[src/rtl/vending_pkg.sv]
// ============================================================================
//  Module      : vending_pkg
//  Description : Shared types and constants for the multi-product vending
//                controller. Holds the controller state enum, the physical
//                coin denominations and the default price/stock settings.
//  Revision    : 1.0  initial release
// ============================================================================
`default_nettype none

package vending_pkg;

    // Controller state. IDLE and CREDIT differ only by whether credit is zero.
    typedef enum logic [1:0] {
        ST_IDLE   = 2'd0,
        ST_CREDIT = 2'd1,
        ST_VEND   = 2'd2,
        ST_CHANGE = 2'd3
    } state_t;

    // Physical coin denominations, largest first for the greedy change path.
    localparam int unsigned c_coin_50 = 50;
    localparam int unsigned c_coin_10 = 10;
    localparam int unsigned c_coin_5  = 5;
    localparam int unsigned c_coin_1  = 1;

    // Default product table: four products, 8-bit prices, product 0 in the
    // least-significant slice.
    localparam logic [31:0] c_default_prices     = {8'd25, 8'd20, 8'd15, 8'd10};
    localparam int          c_default_stock_init = 5;

endpackage : vending_pkg

`default_nettype wire

[src/rtl/vm_coin_change.sv]
// ============================================================================
//  Module      : vm_coin_change
//  Description : Combinational greedy change selector. Given the credit still
//                owed, returns the largest coin not exceeding it and the
//                credit that remains once that coin is paid out.
//  Ports       : i_credit     - credit still owed
//                o_coin       - coin to pay this cycle (0 when credit is 0)
//                o_credit_rem - credit after paying o_coin
//  Revision    : 1.0  initial release
// ============================================================================
`default_nettype none

module vm_coin_change
    import vending_pkg::*;
#(
    parameter int CREDIT_W = 8,
    parameter int MONEY_W  = 6
) (
    input  logic [CREDIT_W-1:0] i_credit,
    output logic [MONEY_W-1:0]  o_coin,
    output logic [CREDIT_W-1:0] o_credit_rem
);

    logic [CREDIT_W-1:0] w_coin;

    always_comb begin
        w_coin = '0;
        if (i_credit >= CREDIT_W'(c_coin_50)) begin
            w_coin = CREDIT_W'(c_coin_50);
        end else if (i_credit >= CREDIT_W'(c_coin_10)) begin
            w_coin = CREDIT_W'(c_coin_10);
        end else if (i_credit >= CREDIT_W'(c_coin_5)) begin
            w_coin = CREDIT_W'(c_coin_5);
        end else if (i_credit >= CREDIT_W'(c_coin_1)) begin
            w_coin = CREDIT_W'(c_coin_1);
        end
    end

    assign o_coin       = MONEY_W'(w_coin);
    assign o_credit_rem = i_credit - w_coin;

endmodule : vm_coin_change

`default_nettype wire

[src/rtl/vending_machine_multi.sv]
// ============================================================================
//  Module      : vending_machine_multi
//  Description : Multi-product vending controller with per-product prices and
//                stock counters, coin crediting, one-hot selection, and greedy
//                coin-by-coin change return. All outputs are registered.
//  Ports       : clk, rst            - clock, synchronous active-high reset
//                money, money_valid  - coin value and its one-cycle strobe
//                drink_choose        - one-hot selection request
//                cancel              - return all credit
//                restock             - reload all stock (IDLE only)
//                drink_out           - one-hot, one-cycle dispense pulse
//                change/change_valid - coin being returned this cycle
//                credit              - current credit
//                busy                - vending or returning change
//                sold_out            - per-product empty flags
//                err                 - one-cycle pulse on a rejected request
//  Revision    : 1.0  initial release
// ============================================================================
`default_nettype none

module vending_machine_multi
    import vending_pkg::*;
#(
    parameter int                               NUM_DRINKS = 4,
    parameter int                               MONEY_W    = 6,
    parameter int                               CREDIT_W   = 8,
    parameter int                               STOCK_W    = 4,
    parameter int                               STOCK_INIT = c_default_stock_init,
    parameter logic [NUM_DRINKS*CREDIT_W-1:0]   PRICES     = c_default_prices
) (
    input  logic                  clk,
    input  logic                  rst,
    input  logic [MONEY_W-1:0]    money,
    input  logic                  money_valid,
    input  logic [NUM_DRINKS-1:0] drink_choose,
    input  logic                  cancel,
    input  logic                  restock,
    output logic [NUM_DRINKS-1:0] drink_out,
    output logic [MONEY_W-1:0]    change,
    output logic                  change_valid,
    output logic [CREDIT_W-1:0]   credit,
    output logic                  busy,
    output logic [NUM_DRINKS-1:0] sold_out,
    output logic                  err
);

    localparam logic [STOCK_W-1:0] c_stock_init = STOCK_W'(STOCK_INIT);

    state_t                               r_state, w_state_nxt;
    logic [CREDIT_W-1:0]                  r_credit, w_credit_nxt;
    logic [NUM_DRINKS-1:0][STOCK_W-1:0]   r_stock, w_stock_nxt;
    logic [NUM_DRINKS-1:0]                r_drink_out, w_drink_out_nxt;
    logic [MONEY_W-1:0]                   r_change, w_change_nxt;
    logic                                 r_change_valid, w_change_valid_nxt;
    logic                                 r_busy, w_busy_nxt;
    logic [NUM_DRINKS-1:0]                r_sold_out, w_sold_out_nxt;
    logic                                 r_err, w_err_nxt;

    // Greedy change path, always fed by the registered credit.
    logic [MONEY_W-1:0]  w_coin;
    logic [CREDIT_W-1:0] w_credit_rem;

    vm_coin_change #(
        .CREDIT_W (CREDIT_W),
        .MONEY_W  (MONEY_W)
    ) u_coin_change (
        .i_credit     (r_credit),
        .o_coin       (w_coin),
        .o_credit_rem (w_credit_rem)
    );

    // Selection decode. Price and stock lookups are only meaningful when the
    // request is one-hot, so OR-ing over the set bits is sufficient.
    logic                w_sel_onehot;
    logic [CREDIT_W-1:0] w_sel_price;
    logic                w_sel_in_stock;
    logic                w_sel_valid;

    always_comb begin
        w_sel_price    = '0;
        w_sel_in_stock = 1'b0;
        for (int i = 0; i < NUM_DRINKS; i++) begin
            if (drink_choose[i]) begin
                w_sel_price    = w_sel_price | PRICES[i*CREDIT_W +: CREDIT_W];
                w_sel_in_stock = w_sel_in_stock | (r_stock[i] != '0);
            end
        end
    end

    assign w_sel_onehot = (drink_choose != '0) &&
                          ((drink_choose & (drink_choose - 1'b1)) == '0);
    assign w_sel_valid  = w_sel_onehot && (r_credit >= w_sel_price) && w_sel_in_stock;

    // Coin acceptance: known denomination and no accumulator overflow.
    logic              w_coin_known;
    logic [CREDIT_W:0] w_credit_sum;

    assign w_coin_known = (money == MONEY_W'(c_coin_50)) || (money == MONEY_W'(c_coin_10)) ||
                          (money == MONEY_W'(c_coin_5))  || (money == MONEY_W'(c_coin_1));
    assign w_credit_sum = {1'b0, r_credit} + (CREDIT_W + 1)'(money);

    always_comb begin
        w_state_nxt        = r_state;
        w_credit_nxt       = r_credit;
        w_stock_nxt        = r_stock;
        w_drink_out_nxt    = '0;
        w_change_nxt       = '0;
        w_change_valid_nxt = 1'b0;
        w_err_nxt          = 1'b0;

        case (r_state)
            ST_IDLE, ST_CREDIT: begin
                if (cancel) begin
                    // First coin goes out on the same edge that takes cancel.
                    if (r_credit != '0) begin
                        w_change_nxt       = w_coin;
                        w_change_valid_nxt = 1'b1;
                        w_credit_nxt       = w_credit_rem;
                        w_state_nxt        = ST_CHANGE;
                    end
                end else if (drink_choose != '0) begin
                    if (w_sel_valid) begin
                        w_state_nxt     = ST_VEND;
                        w_drink_out_nxt = drink_choose;
                        w_credit_nxt    = r_credit - w_sel_price;
                        for (int i = 0; i < NUM_DRINKS; i++) begin
                            if (drink_choose[i]) begin
                                w_stock_nxt[i] = r_stock[i] - STOCK_W'(1);
                            end
                        end
                    end else begin
                        w_err_nxt = 1'b1;
                    end
                end else if (money_valid) begin
                    if (w_coin_known && !w_credit_sum[CREDIT_W]) begin
                        w_credit_nxt = w_credit_sum[CREDIT_W-1:0];
                        w_state_nxt  = ST_CREDIT;
                    end else begin
                        w_err_nxt = 1'b1;
                    end
                end

                // A vend never coincides with a restock because it would have
                // to decrement the very counters being reloaded.
                if (restock && (r_state == ST_IDLE) && (w_state_nxt != ST_VEND)) begin
                    for (int i = 0; i < NUM_DRINKS; i++) begin
                        w_stock_nxt[i] = c_stock_init;
                    end
                end
            end

            // VEND and CHANGE behave the same way: pay one coin while credit
            // remains, otherwise drop back to IDLE.
            ST_VEND, ST_CHANGE: begin
                if (r_credit != '0) begin
                    w_change_nxt       = w_coin;
                    w_change_valid_nxt = 1'b1;
                    w_credit_nxt       = w_credit_rem;
                    w_state_nxt        = ST_CHANGE;
                end else begin
                    w_state_nxt = ST_IDLE;
                end
            end

            default: begin
                w_state_nxt = ST_IDLE;
            end
        endcase
    end

    assign w_busy_nxt = (w_state_nxt == ST_VEND) || (w_state_nxt == ST_CHANGE);

    generate
        for (genvar gi = 0; gi < NUM_DRINKS; gi++) begin : g_sold_out
            assign w_sold_out_nxt[gi] = (w_stock_nxt[gi] == '0);
        end
    endgenerate

    always_ff @(posedge clk) begin
        if (rst) begin
            r_state        <= ST_IDLE;
            r_credit       <= '0;
            for (int i = 0; i < NUM_DRINKS; i++) begin
                r_stock[i] <= c_stock_init;
            end
            r_drink_out    <= '0;
            r_change       <= '0;
            r_change_valid <= 1'b0;
            r_busy         <= 1'b0;
            r_sold_out     <= {NUM_DRINKS{c_stock_init == '0}};
            r_err          <= 1'b0;
        end else begin
            r_state        <= w_state_nxt;
            r_credit       <= w_credit_nxt;
            r_stock        <= w_stock_nxt;
            r_drink_out    <= w_drink_out_nxt;
            r_change       <= w_change_nxt;
            r_change_valid <= w_change_valid_nxt;
            r_busy         <= w_busy_nxt;
            r_sold_out     <= w_sold_out_nxt;
            r_err          <= w_err_nxt;
        end
    end

    assign drink_out    = r_drink_out;
    assign change       = r_change;
    assign change_valid = r_change_valid;
    assign credit       = r_credit;
    assign busy         = r_busy;
    assign sold_out     = r_sold_out;
    assign err          = r_err;

endmodule : vending_machine_multi

`default_nettype wire

[config.mk]
export PLATFORM = sky130hd
export DESIGN_NAME = vending_machine_multi
export DESIGN_NICKNAME = d
export VERILOG_FILES = /design/src/rtl/vending_pkg.sv /design/src/rtl/vm_coin_change.sv /design/src/rtl/vending_machine_multi.sv
export SDC_FILE = /design/constraint.sdc
export NUM_CORES = 1
export LEC_CHECK = 0
export CAP_MARGIN = 20
export CORE_UTILIZATION = 50
export CTS_BUF_LIST = sky130_fd_sc_hd__clkbuf_2
export DETAILED_ROUTE_END_ITERATION = 10
export HOLD_SLACK_MARGIN = 0.02
export PLACE_DENSITY = 0.73
export SETUP_SLACK_MARGIN = 0.2
export SLEW_MARGIN = 15
export SYNTH_ARGS = -nofsm -noshare
export SYNTH_HDL_FRONTEND = slang
export SYNTH_HIERARCHICAL = 1
export SYNTH_SLANG_ARGS = --single-unit
[constraint.sdc]
create_clock -name clk -period 3.3 [get_ports clk]
set_input_delay 0.495 -clock clk [delete_from_list [all_inputs] [get_ports clk]]
set_output_delay 0.495 -clock clk [all_outputs]
set_load 0.02 [all_outputs]
==> metrics, run 1 <==
outcome completed; Adder-Cell Fraction of Synth Area 0.113; met2 usage 0.393; area of the core 5960 sq um; Syn Nets 401; Final period util 0.867; Skew-Pair Late Insertion Delay 0.41 ns; worst-path cell chain clkdlybuf4s50_1 > ha_1 > fa_1 > a211oi_2 > o21ai_1 > a22o_1 > or3_1 > nand3_2 > nor2_1 > a311oi_1; Root Driver clkbuf_2; Lkg Pwr 1.54 nW; Synth Area in XOR/XNOR 0.0677; Worst Tran Pin Value 0.675 ns; total power 2.66 mW; Worst Path Arrival 3.19 ns; post-synthesis mux area share 0.0161; post-cts sizing count 0; Synth Register Bits 42; Worst EP required 3.62 ns; Ys Warns 6; Syn Std Cell Area 3110 sq um; GR Util met3 0.0371; Initial DRT Pass Iterations 4; Sequential Power Share 0.256; Most Used Layer, Global Route met2; PortBufs 39; initial antenna violation count 0; cell family with most CP delay compound AO/OA/AOI/OAI gates; vias 2685; max-cap violations 0; final setup TNS 0 ns; Hold Path Cell Cnt 1; RePlAce Congestion 0.877; Worst slew margin 0.548; Mean Syn Cell Area 8.63 sq um; Final HPWL DP 5490 um; Final setup viols 0; Final nets 451; initial core utilization 0.521; RSZ-0062 raised after global routing no; Overflow after GRT 0; min-delay src r_stock[7]; Net Sw Frac 0.458; Worst Hold Path EP sold_out[1]; post-DR vias/cell 5.52; DRC Markers 0; Worst-path clk slew 0.22 ns; Internal 1.44 mW; number of flops mapped to enable cells by yosys 0; Setup crit end kind register; R2R setup slack 0.45 ns; GR Util met1 0.310; Worst Path Buf+Inv 1; io pins 40; wire per inst 14.1 um; setup repair bufs after CTS 0; Pwr Density 720 nW/um^2; TritonCTS buffer count 5; antenna cells 0; R2R depth 13; register area share after synthesis 0.271; Final Hold Slack 0.497 ns; Setup crit start kind primary input; post-synth top area cell dfxtp_1; Max Clk Rate 0.349 GHz; Area Overhead vs Synth 18.7%; VDD IR-drop max 0.527 mV; Hold Vio Cnt, Final 0; Slew Viols, Final 0; critical path peak fanout 15; clk sinks 42; CTS H-tree depth 2; reg2reg end credit[6]; Hold Path Class register to register; Synth Area in Compound Gates 0.202; min cycle time layout 2.86 ns; largest net degree at the start of global routing 20; crit path kind primary input to register; chip width 80.8 um; # hold bufs at CTS 0; Clock Skews 0.0221 ns; layout cells sized above 1 0.153; Simple-Gate Fraction of Synth Area 0.272; Post-Place Cells 478; initial drt markers 127; vias in the first global route 2537; Switch Pwr 1.22 mW; die area 6530 sq um; WL final 6850 um; clk buf depth 2; top-area cell type share of the netlist area 0.271; largest family of logic cells by synthesized area simple AND/OR/NAND/NOR gates; CP peak stage delay 0.45 ns; Comb pwr share 0.659; CTS tree yes; Non-Filler Instances 486; Slowest cell on crit path clkdlybuf4s50_1; Synth Instances 360; Main synth FF type dfxtp_1; GRT Overall Usage 0.235; FFs w/ async S/R, synth 0; cell row count 28; final antenna-violating net count 0; fin util 0.619; Critical R2R Launch credit[2]; library cells used by synthesis 72; clock power share 0.085; top post-synthesis cells by area dfxtp_1 27%, ha_1 9.7%, nor2_1 5.9%; Die Y 80.8 um; first-pass GRT wire length 11900 um
[area by class of cell]
type | count | area, sq um
Fill cell | 534 | 2270
Multi-Input combinational cell | 281 | 2100
Sequential cell | 42 | 843
Timing Repair Buffer | 56 | 518
Tap cell | 75 | 93.8
Inverter | 24 | 90.1
Clock buffer | 6 | 30.0
Clock inverter | 2 | 13.8
[metrics by stage]
stage	area (sq um)	setup slack, ns
floorplan	3110	0.515
global placement	3630	0.135
detailed placement	3630	0.00447
CTS	3670	0.274
global route	3690	0.200
finish	3690	0.437
[registers in the layout (all words and copies together), names as in the netlist]
name / cells
change: 6
change_valid: 1
credit: 8
drink_out: 4
err: 1
r_state: 2
r_stock: 16
sold_out: 4
[power by group through the flow]
| stage | logic (mW) | registers (mW) | clock network [mW] |
|---|---|---|---|
| 3_5_place_dp | 1.72 | 0.679 | 0 |
| 3_3_place_gp | 1.69 | 0.672 | 0 |
| 4_1_cts | 1.73 | 0.668 | 0.234 |
| 5_1_grt | 1.94 | 0.693 | 0.259 |
| 6_report | 1.75 | 0.679 | 0.227 |
| 2_1_floorplan | 1.15 | 0.780 | 0 |
[Yosys cell counts (all sizes together) (2+ instances only)]
master  instances
nand2b          5
nor2           52
nor4b           3
nor3b           5
or4             2
a31oi           3
o21ai          15
mux2i           5
o21a            3
clkbuf          4
inv            24
a21oi          19
a22oi           5
buf             9
fa              2
xor2           10
xnor2          14
nor3            7
or3b            2
nand4           8
nor4            6
nand2          19
o211ai          5
a22o            2
a211oi         13
a21o            6
dfxtp          42
o31ai           2
o21bai          3
ha             24
and2            9
nand3b          3
or3             5
nand3           6
or2             3
[routing by layer]
| layer | routed length (um) | part of all wire |
|---|---|---|
| met5 | 0 | 0 |
| met1 | 3220 | 0.47 |
| met3 | 270 | 0.039 |
| met2 | 3310 | 0.48 |
| met4 | 48 | 0.0070 |
[how the worst max path moves through the flow]
stage	from	to	slack, ns	cells past startpoint
after detailed placement	money[0]	credit[7]	0.004	10
after CTS	credit[7]	credit[6]	0.27	13
after floorplan	drink_choose[0]	sold_out[1]	0.52	13
final	money[0]	credit[7]	0.44	10
after global placement	money[0]	credit[7]	0.14	10
after global routing	credit[7]	credit[6]	0.20	13
[cell families after synthesis]
kind of cell / after synthesis
flops: 42
fa+ha+maj: 27
compound gates: 85
buf+inv: 37
simple gates: 140
mux: 5
xor+xnor: 24
[layout by cell type, fill, tap and decap left out, drive strengths merged, types with 2 or more instances in the layout]
cell,instances
a31oi,3
o211ai,5
nor3b,5
o21ai,15
a211oi,13
nand4,8
a21o,6
nand2,19
and2,9
xnor2,14
or3,5
or4,2
nand3b,3
xor2,10
a21oi,19
nor3,7
clkbuf,6
o21bai,3
dfxtp,42
nor4b,3
clkinv,2
mux2i,5
or3b,2
inv,24
ha,24
o21a,3
a22oi,5
o31ai,2
nand2b,5
nor4,6
buf,17
nand3,6
a22o,2
nor2,52
clkdlybuf4s50,39
fa,2
or2,3
No activity file was read; power rests on OpenSTA's default activity.
==> run 2, diff against run 1 <==
--- a/config.mk
+++ b/config.mk
@@ -6,11 +6,11 @@
 export NUM_CORES = 1
 export LEC_CHECK = 0
 export CAP_MARGIN = 20
-export CORE_UTILIZATION = 50
+export CORE_UTILIZATION = 45
 export CTS_BUF_LIST = sky130_fd_sc_hd__clkbuf_2
 export DETAILED_ROUTE_END_ITERATION = 10
 export HOLD_SLACK_MARGIN = 0.02
-export PLACE_DENSITY = 0.73
+export PLACE_DENSITY = 0.67
 export SETUP_SLACK_MARGIN = 0.2
 export SLEW_MARGIN = 15
 export SYNTH_ARGS = -nofsm -noshare
==> constraint.sdc (replaced) <==
create_clock -name clk -period 2.9 [get_ports clk]
set_input_delay 0.435 -clock clk [delete_from_list [all_inputs] [get_ports clk]]
set_output_delay 0.435 -clock clk [all_outputs]
set_load 0.02 [all_outputs]
==> metrics, run 2 (synthesized netlist as in run 1, its figures left out) <==
outcome completed; WL final 7530 um (+10%); max layer used met4; DRC Markers 0 (unchanged); clk sinks 42 (unchanged); Setup crit start kind register; Max Clk Rate 0.385 GHz; Non-Filler Instances 527 (+8.4%); most frequent cells in the layout 54 x buf_4, 49 x nor2_1, 38 x clkdlybuf4s50_1; # hold bufs at CTS 0 (unchanged); chip width 85.1 um (+5.3%); final antenna-violating net count 0 (unchanged); min cycle time layout 2.60 ns; clk buf depth 2 (unchanged); Initial DRT Pass Iterations 4 (unchanged); Area Overhead vs Synth 32.8%; PortBufs 39 (unchanged); cell row count 29 (+3.6%); Most flops, register r_stock; Post-Place Cells 513 (+7.3%); Largest register FFs 16 (unchanged); vias in the first global route 2720 (+7.2%); Clock Skews 0.0254 ns (+0.00327 ns); routed wl met3 335 um (+24%); Setup WS pre-CTS -0.245 ns (-0.250 ns); largest net degree at the start of global routing 18 (-10%); Worst EP required 3.26 ns (-0.36 ns); Final HPWL DP 5810 um (+5.8%); Setup crit end kind register; antenna cells 0 (unchanged); Worst Tran Pin Value 0.575 ns (-0.0997 ns); die area 7240 sq um (+11%); Sequential Power Share 0.216 (-0.040); Die Y 85.1 um (+5.3%); RePlAce Congestion 0.862 (-1.8%); io pins 40 (unchanged); vias 2875 (+7.1%); CTS tree yes; GRT Overall Usage 0.214 (-0.0205); initial antenna violation count 0 (unchanged); Internal 2.00 mW (+39%); Hold Vio Cnt, Final 0 (unchanged); Comb pwr share 0.684 (+0.025); Met2 Wirelength 3430 um (+3.5%); Lkg Pwr 1.76 nW (+14%); final setup margin 0.303 ns (-0.134 ns); RSZ-0062 raised after global routing yes; area of the multi-input gates 2200 sq um (+4.7%); fin util 0.635 (+0.0156); wire per inst 14.3 um (+1.5%); Final nets 490 (+8.6%); total power 3.51 mW (+32%); crit path kind register to register; TritonCTS buffer count 5 (unchanged); Pwr Density 850 nW/um^2 (+18%); Switch Pwr 1.51 mW (+24%); Worst Path Arrival 2.96 ns (-0.23 ns); clock power share 0.100 (+0.015); first-pass GRT wire length 12500 um (+4.7%); CTS H-tree depth 2 (unchanged); area of the core 6490 sq um (+9.1%); Final period util 0.895; Slew Viols, Final 0 (unchanged); Skew-Pair Late Insertion Delay 0.42 ns (about the same); Worst-path clk slew 0.24 ns (+0.02 ns); max-cap violations 0 (unchanged); Net Sw Frac 0.431 (-0.0268); Hold Path Class register to register; initial core utilization 0.478 (-0.0433); Root Driver clkbuf_2; Worst slew margin 0.613 (+0.0649); Final setup viols 0 (unchanged); initial drt markers 121 (-4.7%); Overflow after GRT 0 (unchanged); critical path peak fanout 9 (-6); commonest non-fill, non-tap cell in the layout buf_4; # fillers 527 (-1.3%); post-DR vias/cell 5.46 (-1.3%); M1 wire length 3710 um (+15%); layout cells sized above 1 0.260 (+0.107); register area 853 sq um (+1.2%); VDD IR-drop max 0.335 mV (-36%)
==> run 2: cell type report <==
class | count | area share
Tap cell | 77 | 0.0234
Inverter | 24 | 0.0219
Clock buffer | 6 | 0.00728
Timing Repair Buffer | 94 | 0.198
Clock inverter | 2 | 0.00910
Sequential cell | 42 | 0.207
Multi-Input combinational cell | 282 | 0.533
==> run 2: path summary, 6_finish.rpt <==
path         cells past startpoint  slack [ns]          end        from
max                             11        0.30   r_stock[2]   credit[1]
min                              1        0.50  sold_out[1]  r_stock[7]
max reg2reg                     11        0.30   r_stock[2]   credit[1]
min reg2reg                      1        0.50  sold_out[1]  r_stock[7]
==> run 2: power groups by stage <==
| stage | combinational [mW] | clock, mW | sequential, mW |
|---|---|---|---|
| 2_1_floorplan | 1.31 | 0 | 0.894 |
| 3_3_place_gp | 2.14 | 0 | 0.752 |
| 3_5_place_dp | 2.17 | 0 | 0.754 |
| 4_1_cts | 2.25 | 0.358 | 0.750 |
| 5_1_grt | 2.63 | 0.379 | 0.767 |
| 6_report | 2.40 | 0.350 | 0.758 |
==> run 2: critical path, cell delays in order, from the launching register on <==
cell and delay (ns):
dfxtp_4 0.41, buf_4 0.18, xnor2_2 0.17, inv_1 0.06, ha_1 0.21, or3_4 0.39
o221ai_4 0.18, o211ai_4 0.15, a31o_2 0.27, and2b_1 0.26, buf_4 0.19, nand2_1 0.05
==> run 2: what timing repair did <==
action,4_1_cts,5_1_grt
cloned,0,1
pin swaps,2,8
endpoints found under the setup margin,3,22
endpoints found under the hold margin,0,0
setup buffers,3,2
gates resized for setup,5,21
==> run 2: layer usage <==
layer | vias to the layer above | global-route usage
met5 | - | 0
met4 | 0 | 0.0570
met3 | 7 | 0.0370
met2 | 76 | 0.347
met1 | 1321 | 0.295
li1 | 1471 | -
==> run 2: stage by stage <==
stage               instance area [sq um]  hold slack (ns)  setup TNS, ns
floorplan                            3120            0.448              0
global placement                     3900            0.476          -3.15
detailed placement                   3900            0.479          -4.88
CTS                                  4010            0.504              0
global route                         4120            0.528              0
finish                               4120            0.502              0
